==> src/rtl/ice_status_pkg.sv <==
// Shared types, frame constants and the byte-wide CRC-16/CCITT-FALSE update
// used by the iCE status frame parser.
package ice_status_pkg;

  localparam logic [7:0]  SYNC_BYTE           = 8'hA5;
  localparam int unsigned FRAME_PAYLOAD_BYTES = 16;
  localparam logic [15:0] CRC_INIT            = 16'hFFFF;
  localparam logic [15:0] CRC_POLY            = 16'h1021;

  localparam int unsigned WORD_W    = 32;
  localparam int unsigned PAYLOAD_W = FRAME_PAYLOAD_BYTES * 8;

  typedef enum logic [2:0] {
    ST_HUNT,
    ST_ID,
    ST_PAYLOAD,
    ST_CRC_HI,
    ST_CRC_LO
  } parser_state_e;

  typedef enum logic [1:0] {
    RX_IDLE,
    RX_START,
    RX_DATA,
    RX_STOP
  } uart_state_e;

  // Payload words in wire order; the first byte received lands in pos0[31:24]
  typedef struct packed {
    logic signed [WORD_W-1:0] pos0;
    logic signed [WORD_W-1:0] pos1;
    logic signed [WORD_W-1:0] vel0;
    logic signed [WORD_W-1:0] vel1;
  } enc_payload_t;

  function automatic logic [15:0] crc16_update(input logic [15:0] crc,
                                               input logic [7:0]  data);
    logic [15:0] c;
    c = crc ^ {data, 8'h00};
    for (int i = 0; i < 8; i++) begin
      if (c[15]) c = {c[14:0], 1'b0} ^ CRC_POLY;
      else       c = {c[14:0], 1'b0};
    end
    return c;
  endfunction

endpackage

==> src/rtl/ice_uart_rx.sv <==
// UART 8N1 receiver: 2-FF synchroniser, falling-edge start detect with
// mid-bit recheck, LSB-first mid-bit sampling, stop-bit framing check.
module ice_uart_rx
  import ice_status_pkg::*;
#(
  parameter int unsigned CLOCK_FREQ_HZ = 50_000_000,
  parameter int unsigned BAUDRATE      = 115200
) (
  input  logic       clk,
  input  logic       reset,
  input  logic       rx_i,
  output logic [7:0] byte_data,
  output logic       byte_valid,
  output logic       frame_err
);

  localparam int unsigned BIT_CLKS  = CLOCK_FREQ_HZ / BAUDRATE;
  localparam int unsigned HALF_CLKS = BIT_CLKS / 2;
  localparam int unsigned CNT_W     = $clog2(BIT_CLKS + 1);

  uart_state_e      r_state;
  uart_state_e      w_next;
  logic             r_sync1;
  logic             r_sync2;
  logic             r_rx_d;
  logic [CNT_W-1:0] r_cnt;
  logic [2:0]       r_bit;
  logic [7:0]       r_shift;
  logic             w_fall;
  logic             w_half_end;
  logic             w_bit_end;
  logic             w_byte_valid_c;
  logic             w_frame_err_c;

  assign w_fall     = r_rx_d & ~r_sync2;
  assign w_half_end = (r_cnt == CNT_W'(HALF_CLKS - 1));
  assign w_bit_end  = (r_cnt == CNT_W'(BIT_CLKS - 1));

  // Line idles high, so the synchroniser resets to 1 to avoid a false start
  always_ff @(posedge clk or posedge reset) begin
    if (reset) begin
      r_sync1 <= 1'b1;
      r_sync2 <= 1'b1;
      r_rx_d  <= 1'b1;
    end else begin
      r_sync1 <= rx_i;
      r_sync2 <= r_sync1;
      r_rx_d  <= r_sync2;
    end
  end

  always_ff @(posedge clk or posedge reset) begin
    if (reset) r_state <= RX_IDLE;
    else       r_state <= w_next;
  end

  always_comb begin
    w_next = r_state;
    case (r_state)
      RX_IDLE:  if (w_fall) w_next = RX_START;
      RX_START: if (w_half_end) w_next = r_sync2 ? RX_IDLE : RX_DATA;
      RX_DATA:  if (w_bit_end && (r_bit == 3'd7)) w_next = RX_STOP;
      RX_STOP:  if (w_bit_end) w_next = RX_IDLE;
      default:  w_next = RX_IDLE;
    endcase
  end

  always_comb begin
    w_byte_valid_c = 1'b0;
    w_frame_err_c  = 1'b0;
    if ((r_state == RX_STOP) && w_bit_end) begin
      w_byte_valid_c = r_sync2;
      w_frame_err_c  = ~r_sync2;
    end
  end

  // Bit timer restarts on every state change and after each data sample
  always_ff @(posedge clk or posedge reset) begin
    if (reset) begin
      r_cnt      <= '0;
      r_bit      <= '0;
      r_shift    <= '0;
      byte_data  <= '0;
      byte_valid <= 1'b0;
      frame_err  <= 1'b0;
    end else begin
      byte_valid <= w_byte_valid_c;
      frame_err  <= w_frame_err_c;
      if (w_byte_valid_c) byte_data <= r_shift;

      if ((r_state == RX_IDLE) || (r_state != w_next) ||
          ((r_state == RX_DATA) && w_bit_end))
        r_cnt <= '0;
      else
        r_cnt <= r_cnt + CNT_W'(1);

      if (r_state == RX_START) r_bit <= '0;
      if ((r_state == RX_DATA) && w_bit_end) begin
        r_shift <= {r_sync2, r_shift[7:1]};
        r_bit   <= r_bit + 3'd1;
      end
    end
  end

endmodule

==> src/rtl/ice_status_parser.sv <==
// Parses 20-byte iCE motor status frames from a UART line into encoder outputs.
// Define ICE_STATUS_CRC_EN to check the CRC; otherwise CRC bytes are consumed unchecked.
module ice_status_parser
  import ice_status_pkg::*;
#(
  parameter int unsigned NUMBER_OF_MOTORS = 6,
  parameter int unsigned CLOCK_FREQ_HZ    = 50_000_000,
  parameter int unsigned BAUDRATE         = 115200,
  parameter int unsigned TIMEOUT_BITS     = 20
) (
  input  logic                     clk,
  input  logic                     reset,
  input  logic                     rx_i,
  output logic                     status_valid,
  output logic [7:0]               status_motor,
  output logic signed [WORD_W-1:0] encoder0_position,
  output logic signed [WORD_W-1:0] encoder1_position,
  output logic signed [WORD_W-1:0] encoder0_velocity,
  output logic signed [WORD_W-1:0] encoder1_velocity,
  output logic [WORD_W-1:0]        good_frames,
  output logic [WORD_W-1:0]        crc_errors
);

  localparam int unsigned BIT_CLKS     = CLOCK_FREQ_HZ / BAUDRATE;
  localparam int unsigned TIMEOUT_CLKS = TIMEOUT_BITS * BIT_CLKS;
  localparam int unsigned GAP_W        = $clog2(TIMEOUT_CLKS + 1);
  localparam int unsigned BCNT_W       = $clog2(FRAME_PAYLOAD_BYTES);
  localparam logic [WORD_W-1:0] CNT_MAX = '1;

  logic [7:0]           w_byte_data;
  logic                 w_byte_valid;
  logic                 w_frame_err;
  parser_state_e        r_state;
  parser_state_e        w_next;
  logic [GAP_W-1:0]     r_gap_cnt;
  logic                 w_timeout;
  logic [BCNT_W-1:0]    r_byte_cnt;
  logic [7:0]           r_id;
  logic [PAYLOAD_W-1:0] r_payload;
  enc_payload_t         w_payload;
  logic                 w_frame_done;
  logic                 w_crc_ok;
  logic                 w_id_ok;
  logic                 w_accept_c;
  logic                 w_crc_err_c;

  ice_uart_rx #(
    .CLOCK_FREQ_HZ(CLOCK_FREQ_HZ),
    .BAUDRATE     (BAUDRATE)
  ) u_uart_rx (
    .clk       (clk),
    .reset     (reset),
    .rx_i      (rx_i),
    .byte_data (w_byte_data),
    .byte_valid(w_byte_valid),
    .frame_err (w_frame_err)
  );

  assign w_payload    = r_payload;
  assign w_timeout    = (r_gap_cnt == GAP_W'(TIMEOUT_CLKS));
  assign w_frame_done = w_byte_valid && (r_state == ST_CRC_LO);
  assign w_id_ok      = (32'(r_id) < NUMBER_OF_MOTORS);

`ifdef ICE_STATUS_CRC_EN
  logic [15:0] r_crc;
  logic [7:0]  r_crc_hi;

  assign w_crc_ok = ({r_crc_hi, w_byte_data} == r_crc);

  // Running CRC over id and payload, seeded when the sync byte is seen
  always_ff @(posedge clk or posedge reset) begin
    if (reset) begin
      r_crc    <= '0;
      r_crc_hi <= '0;
    end else if (w_byte_valid) begin
      case (r_state)
        ST_HUNT:    if (w_byte_data == SYNC_BYTE) r_crc <= CRC_INIT;
        ST_ID,
        ST_PAYLOAD: r_crc <= crc16_update(r_crc, w_byte_data);
        ST_CRC_HI:  r_crc_hi <= w_byte_data;
        default:    ;
      endcase
    end
  end
`else
  assign w_crc_ok = 1'b1;
`endif

  always_ff @(posedge clk or posedge reset) begin
    if (reset) r_state <= ST_HUNT;
    else       r_state <= w_next;
  end

  // A sync byte only matters in HUNT; elsewhere every byte is frame data
  always_comb begin
    w_next = r_state;
    if (w_frame_err) begin
      w_next = ST_HUNT;
    end else if (w_byte_valid) begin
      case (r_state)
        ST_HUNT:    if (w_byte_data == SYNC_BYTE) w_next = ST_ID;
        ST_ID:      w_next = ST_PAYLOAD;
        ST_PAYLOAD: if (r_byte_cnt == BCNT_W'(FRAME_PAYLOAD_BYTES - 1)) w_next = ST_CRC_HI;
        ST_CRC_HI:  w_next = ST_CRC_LO;
        ST_CRC_LO:  w_next = ST_HUNT;
        default:    w_next = ST_HUNT;
      endcase
    end else if (w_timeout) begin
      w_next = ST_HUNT;
    end
  end

  // CRC failure takes precedence over an out-of-range id
  always_comb begin
    w_accept_c  = 1'b0;
    w_crc_err_c = 1'b0;
    if (w_frame_done) begin
      if (!w_crc_ok)    w_crc_err_c = 1'b1;
      else if (w_id_ok) w_accept_c  = 1'b1;
    end
  end

  always_ff @(posedge clk or posedge reset) begin
    if (reset) begin
      r_gap_cnt  <= '0;
      r_byte_cnt <= '0;
      r_id       <= '0;
      r_payload  <= '0;
    end else begin
      if (w_byte_valid || w_frame_err || (r_state == ST_HUNT))
        r_gap_cnt <= '0;
      else if (!w_timeout)
        r_gap_cnt <= r_gap_cnt + GAP_W'(1);

      if (w_byte_valid) begin
        case (r_state)
          ST_ID: begin
            r_id       <= w_byte_data;
            r_byte_cnt <= '0;
          end
          ST_PAYLOAD: begin
            r_payload  <= {r_payload[PAYLOAD_W-9:0], w_byte_data};
            r_byte_cnt <= r_byte_cnt + BCNT_W'(1);
          end
          default: ;
        endcase
      end
    end
  end

  // Published status and saturating event counters
  always_ff @(posedge clk or posedge reset) begin
    if (reset) begin
      status_valid      <= 1'b0;
      status_motor      <= '0;
      encoder0_position <= '0;
      encoder1_position <= '0;
      encoder0_velocity <= '0;
      encoder1_velocity <= '0;
      good_frames       <= '0;
      crc_errors        <= '0;
    end else begin
      status_valid <= w_accept_c;
      if (w_accept_c) begin
        status_motor      <= r_id;
        encoder0_position <= w_payload.pos0;
        encoder1_position <= w_payload.pos1;
        encoder0_velocity <= w_payload.vel0;
        encoder1_velocity <= w_payload.vel1;
        if (good_frames != CNT_MAX) good_frames <= good_frames + 32'd1;
      end
      if (w_crc_err_c && (crc_errors != CNT_MAX)) crc_errors <= crc_errors + 32'd1;
    end
  end

endmodule

==> config.mk <==
export PLATFORM = sky130hd
export DESIGN_NAME = ice_status_parser
export DESIGN_NICKNAME = d
export VERILOG_FILES = /design/src/rtl/ice_status_pkg.sv /design/src/rtl/ice_uart_rx.sv /design/src/rtl/ice_status_parser.sv
export SDC_FILE = /design/constraint.sdc
export NUM_CORES = 1
export LEC_CHECK = 0
export ABC_CLOCK_PERIOD_IN_PS = 11900
export CAP_MARGIN = 20
export CORE_ASPECT_RATIO = 0.8
export CORE_MARGIN = 2
export CORE_UTILIZATION = 48
export DETAILED_ROUTE_END_ITERATION = 12
export DONT_BUFFER_PORTS = 1
export PLACE_DENSITY = 0.65
export SLEW_MARGIN = 0
export SYNTH_ARGS = -nofsm -noshare
export SYNTH_HDL_FRONTEND = slang
export SYNTH_SLANG_ARGS = --single-unit
==> constraint.sdc <==
create_clock -name clk -period 11.9 [get_ports clk]
set_clock_uncertainty 0.05 [all_clocks]
set_input_delay 1.19 -clock clk [delete_from_list [all_inputs] [get_ports clk]]
set_output_delay 1.19 -clock clk [all_outputs]
set_load 0.005 [all_outputs]
==> summary.md, run 1 <==
| Metric | Value |
|---|---|
| Avg Inst Size Synth | `11.4 µm²` |
| Placed Instances | `1624` |
| Worst Path Required | `12.30 ns` |
| Die width | `198 µm` |
| Ys flop type | `dfrtp_1` |
| Crit-path cells | `and4bb_2, nand3_4, inv_4, buf_4, nand2_1, nand2_1` |
| Number of flops mapped to enable cells by yosys | `0` |
| Layout cells sized above 1 | `18.4%` |
| Clock period minus final worst setup slack | `3.28 ns` |
| Ports | `204` |
| Post-cts gate resize count | `0` |
| Mean routed wirelength per cell | `16.8 µm` |
| Worst r2r path cells | `6` |
| Final instance area | `0.0158 mm²` |
| Fin cells | `1685` |
| Post-synth top area share | `61.8%` |
| Final wirelength | `28.3 mm` |
| Via count | `8557` |
| Register area share after synthesis | `62.3%` |
| Port Buf Inserts | `0` |
| Min Hold Slack | `0.311 ns` |
| Area of the die | `0.0316 mm²` |
| Synthesis-to-layout area growth | `9.17%` |
| Max stage delay on crit path | `0.75 ns` |
| Top cells by area, synth | `dfrtp_1, mux2_2, nand2_1` |
| Largest net degree at the start of global routing | `176` |
| GPL Wtd Cong | `0.761` |
| GRT Overall Usage | `18.5%` |
| Reg-to-Reg End | `encoder0_velocity[28]` |
| Critical-path top delay cell | `inv_4` |
| Commonest non-fill, non-tap cells in the layout | `nand2_1, dfrtp_1, mux2_2` |
| # fillers | `2564` |
| Gate Count Post-Synth | `1268` |
| Cts hold-fix bufs | `0` |
| Setup TNS | `0 ns` |
| DP HPWL | `18.0 mm` |
| Clk_lat worst skew | `0.52 ns` |
| Pre-CTS WS | `8.61 ns` |
| FF-to-FF setup slack | `8.62 ns` |
| Worst Path Max Fanout | `70` |
| Max Fclk | `305 MHz` |
| Clk root buf | `clkbuf_16` |
| Placed Area | `0.0147 mm²` |
| RSZ-0062 raised after global routing | `no` |
| DRC Markers | `0` |
| Nets | `1269` |
| Yosys reg bits | `361` |
| Clk sinks | `361` |
| Yosys top cell by area | `dfrtp_1` |
| Die Y | `159 µm` |
| First-pass GRT wire length | `47.5 mm` |
| Cell row count | `56` |
| Core box area | `0.0295 mm²` |
| Critical Path Sink | `encoder0_velocity[28]` |
| Maxcap violations | `0` |
| Design Power | `2.37 mW` |
| Initial core utilization | `49.2%` |
| ANT nets after route | `0` |
| CP arrival | `3.68 ns` |
| # diodes | `0` |
| WS Path Type | `reg -> reg` |
| Rel. slew slack | `31.6%` |
| Period utilization | `27.6%` |
| LEAKAGE | `8.24 nW` |
| Vias in the first global route | `8720` |
| FF-to-FF Start | `r_state[1]` |
| Synth async-reset ratio | `100%` |
| CTS tree | `yes` |
| Hold Path Class | `reg -> reg` |
| Postcts setup bufs | `0` |
| DRT iter0 DRCs | `551` |
| Most common cell after layout, fill and taps aside | `nand2_1` |
| Setup crit start kind | `flop` |
| Worst-path clk slew | `0.06 ns` |
| Setup crit start | `r_state[1]` |
| Total CTS buffers | `36` |
| Worst Slack Setup Final | `8.62 ns` |
| First-pass iteration count of the detailed router | `4` |
| Vias per cell | `5.08` |
| Max Slew Vio Count | `0` |
| Distinct cell type count after synthesis | `54` |
| Util after Layout | `53.7%` |
| Grt ovf | `0` |
| Most frequent CP cell | `nand2_1` |
| H-tree levels | `2` |
| Pwr Density | `150 mW/mm²` |
| Worst-Margin Slew | `1.02 ns` |
| Maximum buffer depth of the clock tree | `3` |
| Final count of hold timing violations | `0` |
| Final setup viols | `0` |
| Status | `completed` |
| Post-synthesis cell area | `0.0145 mm²` |
| YS warnings | `0` |
| Initial antenna violation count | `0` |
| Max VDD drop | `0.0886 mV` |
| Critical Path End Type | `flop` |
==> synth_stat cells (all sizes together) (2+ instances only) <==
cell	instances
and3	8
nand2	417
xor2	20
clkbuf	32
nor3	12
a22o	4
nor4	9
dfstp	3
ha	9
or4	2
nor4b	2
nor2	39
or2	2
buf	55
xnor2	29
nand4	19
a22oi	2
a31oi	2
dfrtp	358
nor3b	2
nor2b	3
a211oi	2
or3	5
mux2	153
nand4b	2
a21oi	9
inv	14
and2	10
o21ai	5
nand3	25
==> power by group <==
part / internal (mW) / total, mW / switching, mW
clock: 0.617 / 1.06 / 0.447
sequential: 1.24 / 1.25 / 0.0146
combinational: 0.0161 / 0.0560 / 0.0398
==> logic make-up (layout without fill, tap and decap cells) <==
kind of cell / Yosys count / count (layout) / share of synthesized area, %
adder cells (fa/ha/maj): 9 / 9 / 0.777
flip-flops: 361 / 361 / 62.3
multiplexers: 153 / 153 / 11.9
AND/OR/NAND/NOR: 564 / 564 / 17.0
XOR/XNOR: 49 / 49 / 2.96
other: 1 / 32 / 0.0259
buffers and inverters: 102 / 82 / 3.73
AO/OA/AOI/OAI: 29 / 29 / 1.34
==> how the worst min path moves through the flow <==
stage	startpoint	to	cells past startpoint
2_1_floorplan	u_uart_rx.r_sync1	u_uart_rx.r_sync2	0
3_3_place_gp	u_uart_rx.r_sync1	u_uart_rx.r_sync2	0
3_5_place_dp	u_uart_rx.r_sync1	u_uart_rx.r_sync2	0
4_1_cts	u_uart_rx.r_sync1	u_uart_rx.r_sync2	0
5_1_grt	u_uart_rx.r_sync1	u_uart_rx.r_sync2	0
6_report	u_uart_rx.r_sync1	u_uart_rx.r_sync2	0
==> state kept, by name, indices dropped and copies added (netlist names), 9 cells and up <==
register,flops
encoder0_position,32
encoder0_velocity,32
encoder1_position,32
encoder1_velocity,32
good_frames,32
r_gap_cnt,14
r_payload,128
u_uart_rx.r_cnt,9
==> layout make-up <==
cell class              count  area (µm²)  area share, %
flip-flops and latches    361        9040           57.1
multi-input cells         836        5050           31.9
clock buffers              51        1060           6.69
well taps                 406         508           3.21
inverters                  15        66.3          0.419
repair buffers              7        65.1          0.411
clock inverters             9        47.5          0.300
==> critical path: cells and delay by family, from the launching register on <==
| kind | cells | cell delay (ns) |
|---|---|---|
| DFF | 1 | 0.49 |
| and+or+nand+nor | 4 | 1.08 |
| buffers and inverters | 2 | 1.45 |
==> layer usage <==
layer	GRT usage [%]	part of all wire (%)
met5	0	0
met4	4.96	1.8
met3	5.46	6.8
met2	27.7	44
met1	26.4	47
Note: power is estimated with default switching activity, not from simulation.
==> run 2: changes to the inputs <==
--- a/config.mk
+++ b/config.mk
@@ -5,7 +5,8 @@
 export SDC_FILE = /design/constraint.sdc
 export NUM_CORES = 1
 export LEC_CHECK = 0
-export ABC_CLOCK_PERIOD_IN_PS = 11900
+export ABC_AREA = 1
+export ABC_CLOCK_PERIOD_IN_PS = 2950
 export CAP_MARGIN = 20
 export CORE_ASPECT_RATIO = 0.8
 export CORE_MARGIN = 2
==> constraint.sdc (replaced) <==
create_clock -name clk -period 2.95 [get_ports clk]
set_clock_uncertainty 0.05 [all_clocks]
set_input_delay 0.295 -clock clk [delete_from_list [all_inputs] [get_ports clk]]
set_output_delay 0.295 -clock clk [all_outputs]
set_load 0.005 [all_outputs]
==> summary.md, run 2 <==
| Metric | Value |
|---|---|
| Met3 Usage GRT | `5.38% (was 5.46%)` |
| Ports | `204 (unchanged)` |
| Worst Slack Setup Final | `0.574 ns (was 8.62 ns)` |
| Total CTS buffers | `38 (was 36)` |
| Layout cells sized above 1 | `5.06% (was 18.4%)` |
| Postcts setup bufs | `0 (unchanged)` |
| FF+latch area | `0.00904 mm² (unchanged)` |
| Worst-Margin Slew | `0.755 ns (was 1.02 ns)` |
| Initial antenna violation count | `0 (unchanged)` |
| Area of the die | `0.0329 mm² (was 0.0316 mm²)` |
| Worst Path Required | `3.32 ns (was 12.30 ns)` |
| Core box area | `0.0312 mm² (was 0.0295 mm²)` |
| CTS tree | `yes (unchanged)` |
| Yosys reg bits | `361 (unchanged)` |
| # diodes | `0 (unchanged)` |
| Yosys top cell by area | `dfrtp_1 (unchanged)` |
| Distinct cell type count after synthesis | `33 (was 54)` |
| GPL Wtd Cong | `0.861 (was 0.761)` |
| Pre-CTS WS | `0.623 ns (was 8.61 ns)` |
| Worst Path Max Fanout | `33 (was 70)` |
| Multi-input combinational cell area | `0.00484 mm² (was 0.00505 mm²)` |
| Main combinational cell family by area after synthesis | `simple AND/OR/NAND/NOR gates (unchanged)` |
| Vias per cell | `4.91 (was 5.08)` |
| Register area share after synthesis | `59.8% (was 62.3%)` |
| Ys flop type | `dfrtp_1 (unchanged)` |
| Post-cts gate resize count | `0 (unchanged)` |
| WS Path Type | `reg -> reg (unchanged)` |
| Post-synth top area share | `59.3% (was 61.8%)` |
| # fillers | `2858 (was 2564)` |
| Maxcap violations | `0 (unchanged)` |
| Final setup viols | `0 (unchanged)` |
| Die width | `202 µm (was 198 µm)` |
| DRC Markers | `0 (unchanged)` |
| Max reg flops | `128 (unchanged)` |
| Top Usage Layer GRT | `met2 (unchanged)` |
| Most instantiated cells after synthesis | `nand2_1, dfrtp_1, inv_1 (was nand2_1, dfrtp_1, mux2_2)` |
| YS warnings | `0 (unchanged)` |
| Commonest non-fill, non-tap cells in the layout | `nand2_1, dfrtp_1, inv_1 (was nand2_1, dfrtp_1, mux2_2)` |
| Initial core utilization | `48.4% (was 49.2%)` |
| Setup crit start kind | `flop (unchanged)` |
| Final wirelength | `31.8 mm (was 28.3 mm)` |
| H-tree levels | `2 (unchanged)` |
| Max Slew Vio Count | `0 (unchanged)` |
| GRT Overall Usage | `19.7% (was 18.5%)` |
| Most common cell after layout, fill and taps aside | `nand2_1 (unchanged)` |
| LEAKAGE | `7.58 nW (was 8.24 nW)` |
| Post-synthesis cell area | `0.0151 mm² (was 0.0145 mm²)` |
| Synth Area in Simple Gates | `19.4% (was 17.0%)` |
| Clk root buf | `clkbuf_16 (unchanged)` |
| Via count | `10700 (was 8557)` |
| Rel. slew slack | `49.6% (was 31.6%)` |
| Clock period minus final worst setup slack | `2.38 ns (was 3.28 ns)` |
| Status | `completed (unchanged)` |
| Worst-path clk slew | `0.07 ns (was 0.06 ns)` |
| FF-to-FF setup slack | `0.57 ns (was 8.62 ns)` |
| DRT iter0 DRCs | `869 (was 551)` |
| Count leader, synth | `nand2_1 (unchanged)` |
| Min Hold Slack | `0.208 ns (was 0.311 ns)` |
| Synthesis-to-layout area growth | `10.5% (was 9.17%)` |
| Vias in the first global route | `9917 (was 8720)` |
| Max Fclk | `421 MHz (was 305 MHz)` |
| Top cells by area, synth | `dfrtp_1, nand2_1, o21ai_0 (was dfrtp_1, mux2_2, nand2_1)` |
| Final count of hold timing violations | `0 (unchanged)` |
| Grt ovf | `0 (unchanged)` |
| Mux contribution to synthesized area | `0% (was 11.9%)` |
| Gate Count Post-Synth | `1744 (was 1268)` |
| Pwr Density | `616 mW/mm² (was 150 mW/mm²)` |
| Clk_lat worst skew | `0.53 ns (was 0.52 ns)` |
| Mean routed wirelength per cell | `14.6 µm (was 16.8 µm)` |
| Number of flops mapped to enable cells by yosys | `0 (unchanged)` |
| First-pass iteration count of the detailed router | `5 (was 4)` |
| Util after Layout | `53.5% (was 53.7%)` |
| Max VDD drop | `0.414 mV (was 0.0886 mV)` |
| Clk sinks | `361 (unchanged)` |
| Critical Path End Type | `flop (unchanged)` |
| GR Layer Usage met2 | `30.1% (was 27.7%)` |
| Period utilization | `80.5% (was 27.6%)` |
| CP arrival | `2.74 ns (was 3.68 ns)` |
| Avg Inst Size Synth | `8.66 µm² (was 11.4 µm²)` |
| Hold Path Class | `in -> async (was reg -> reg)` |
| Die Y | `163 µm (was 159 µm)` |
| Maximum buffer depth of the clock tree | `3 (unchanged)` |
| Port Buf Inserts | `0 (unchanged)` |
| Largest Register | `r_payload (unchanged)` |
| First-pass GRT wire length | `53.0 mm (was 47.5 mm)` |
| ANT nets after route | `0 (unchanged)` |
| Post-synthesis xor/xnor area fraction | `1.10% (was 2.96%)` |
| Largest net degree at the start of global routing | `153 (was 176)` |
| Cts hold-fix bufs | `2 (was 0)` |
| Cell row count | `58 (was 56)` |
| Compound-Gate Fraction of Synth Area | `9.97% (was 1.34%)` |
| DP HPWL | `21.2 mm (was 18.0 mm)` |
| RSZ-0062 raised after global routing | `no (unchanged)` |
| Synth async-reset ratio | `100% (unchanged)` |
| Met1 Use GR | `27.9% (was 26.4%)` |
| Nets | `1745 (was 1269)` |
| Adder-cell share of the synthesized area | `0.745% (was 0.777%)` |
==> run 2: cell type report <==
type                       count  share of cell area (%)
inverter                     211                    4.83
sequential                   361                    54.1
timing repair buffer          17                    1.17
clock buffer                  49                    6.18
multi-input combinational   1104                    29.0
clock inverter                17                    1.54
tap                          420                    3.15
==> run 2: worst paths after layout <==
check,from,to,depth (start not counted)
setup / recovery,good_frames[0],good_frames[25],10
hold / removal,reset,r_payload[28],2
setup reg to reg,good_frames[0],good_frames[25],10
hold reg to reg,u_uart_rx.r_sync1,u_uart_rx.r_sync2,0
max in group asynchronous,reset,encoder1_position[16],3
min in group clk,rx_i,u_uart_rx.r_sync1,1
==> run 2: metal layers <==
layer / wire length [µm] / vias to the layer above
met1: 14600 / 5066
met3: 2220 / 48
met5: 0 / -
li1: - / 5346
met2: 14400 / 240
met4: 618 / 0
==> run 2: worst max-delay path, stage by stage, from the launching register on <==
cell and delay, ns:
dfrtp_1 0.47, ha_1 0.34, inv_2 0.07, nor2_2 0.17
nand2_2 0.13, nor2_4 0.19, nand2_2 0.10, nand2_4 0.32
inv_4 0.22, nand2_1 0.12, nand2_1 0.06
==> run 2: logic make-up after synthesis <==
kind of cell | Yosys count
AOI/OAI and AO/OA | 300
buffers and inverters | 310
DFF | 361
other | 1
and+or+nand+nor | 744
xor gates and xnor gates | 19
adders and majority gates | 9
==> run 2: report_power, final <==
group | internal (mW) | switching (mW)
registers | 5.00 | 0.0495
logic | 0.0780 | 0.186
clock network | 3.01 | 1.96
total | 8.09 | 2.20
==> run 2: per-stage QoR <==
stage	setup TNS (ns)	power [mW]	cells	area, µm²
after floorplan	-802.09	5.37	1775	15200
after global placement	0	5.41	2111	15400
after detailed placement	0	5.41	2111	15400
after CTS	0	10.4	2179	16700
after global routing	0	10.7	2179	16700
final	0	10.3	2179	16700
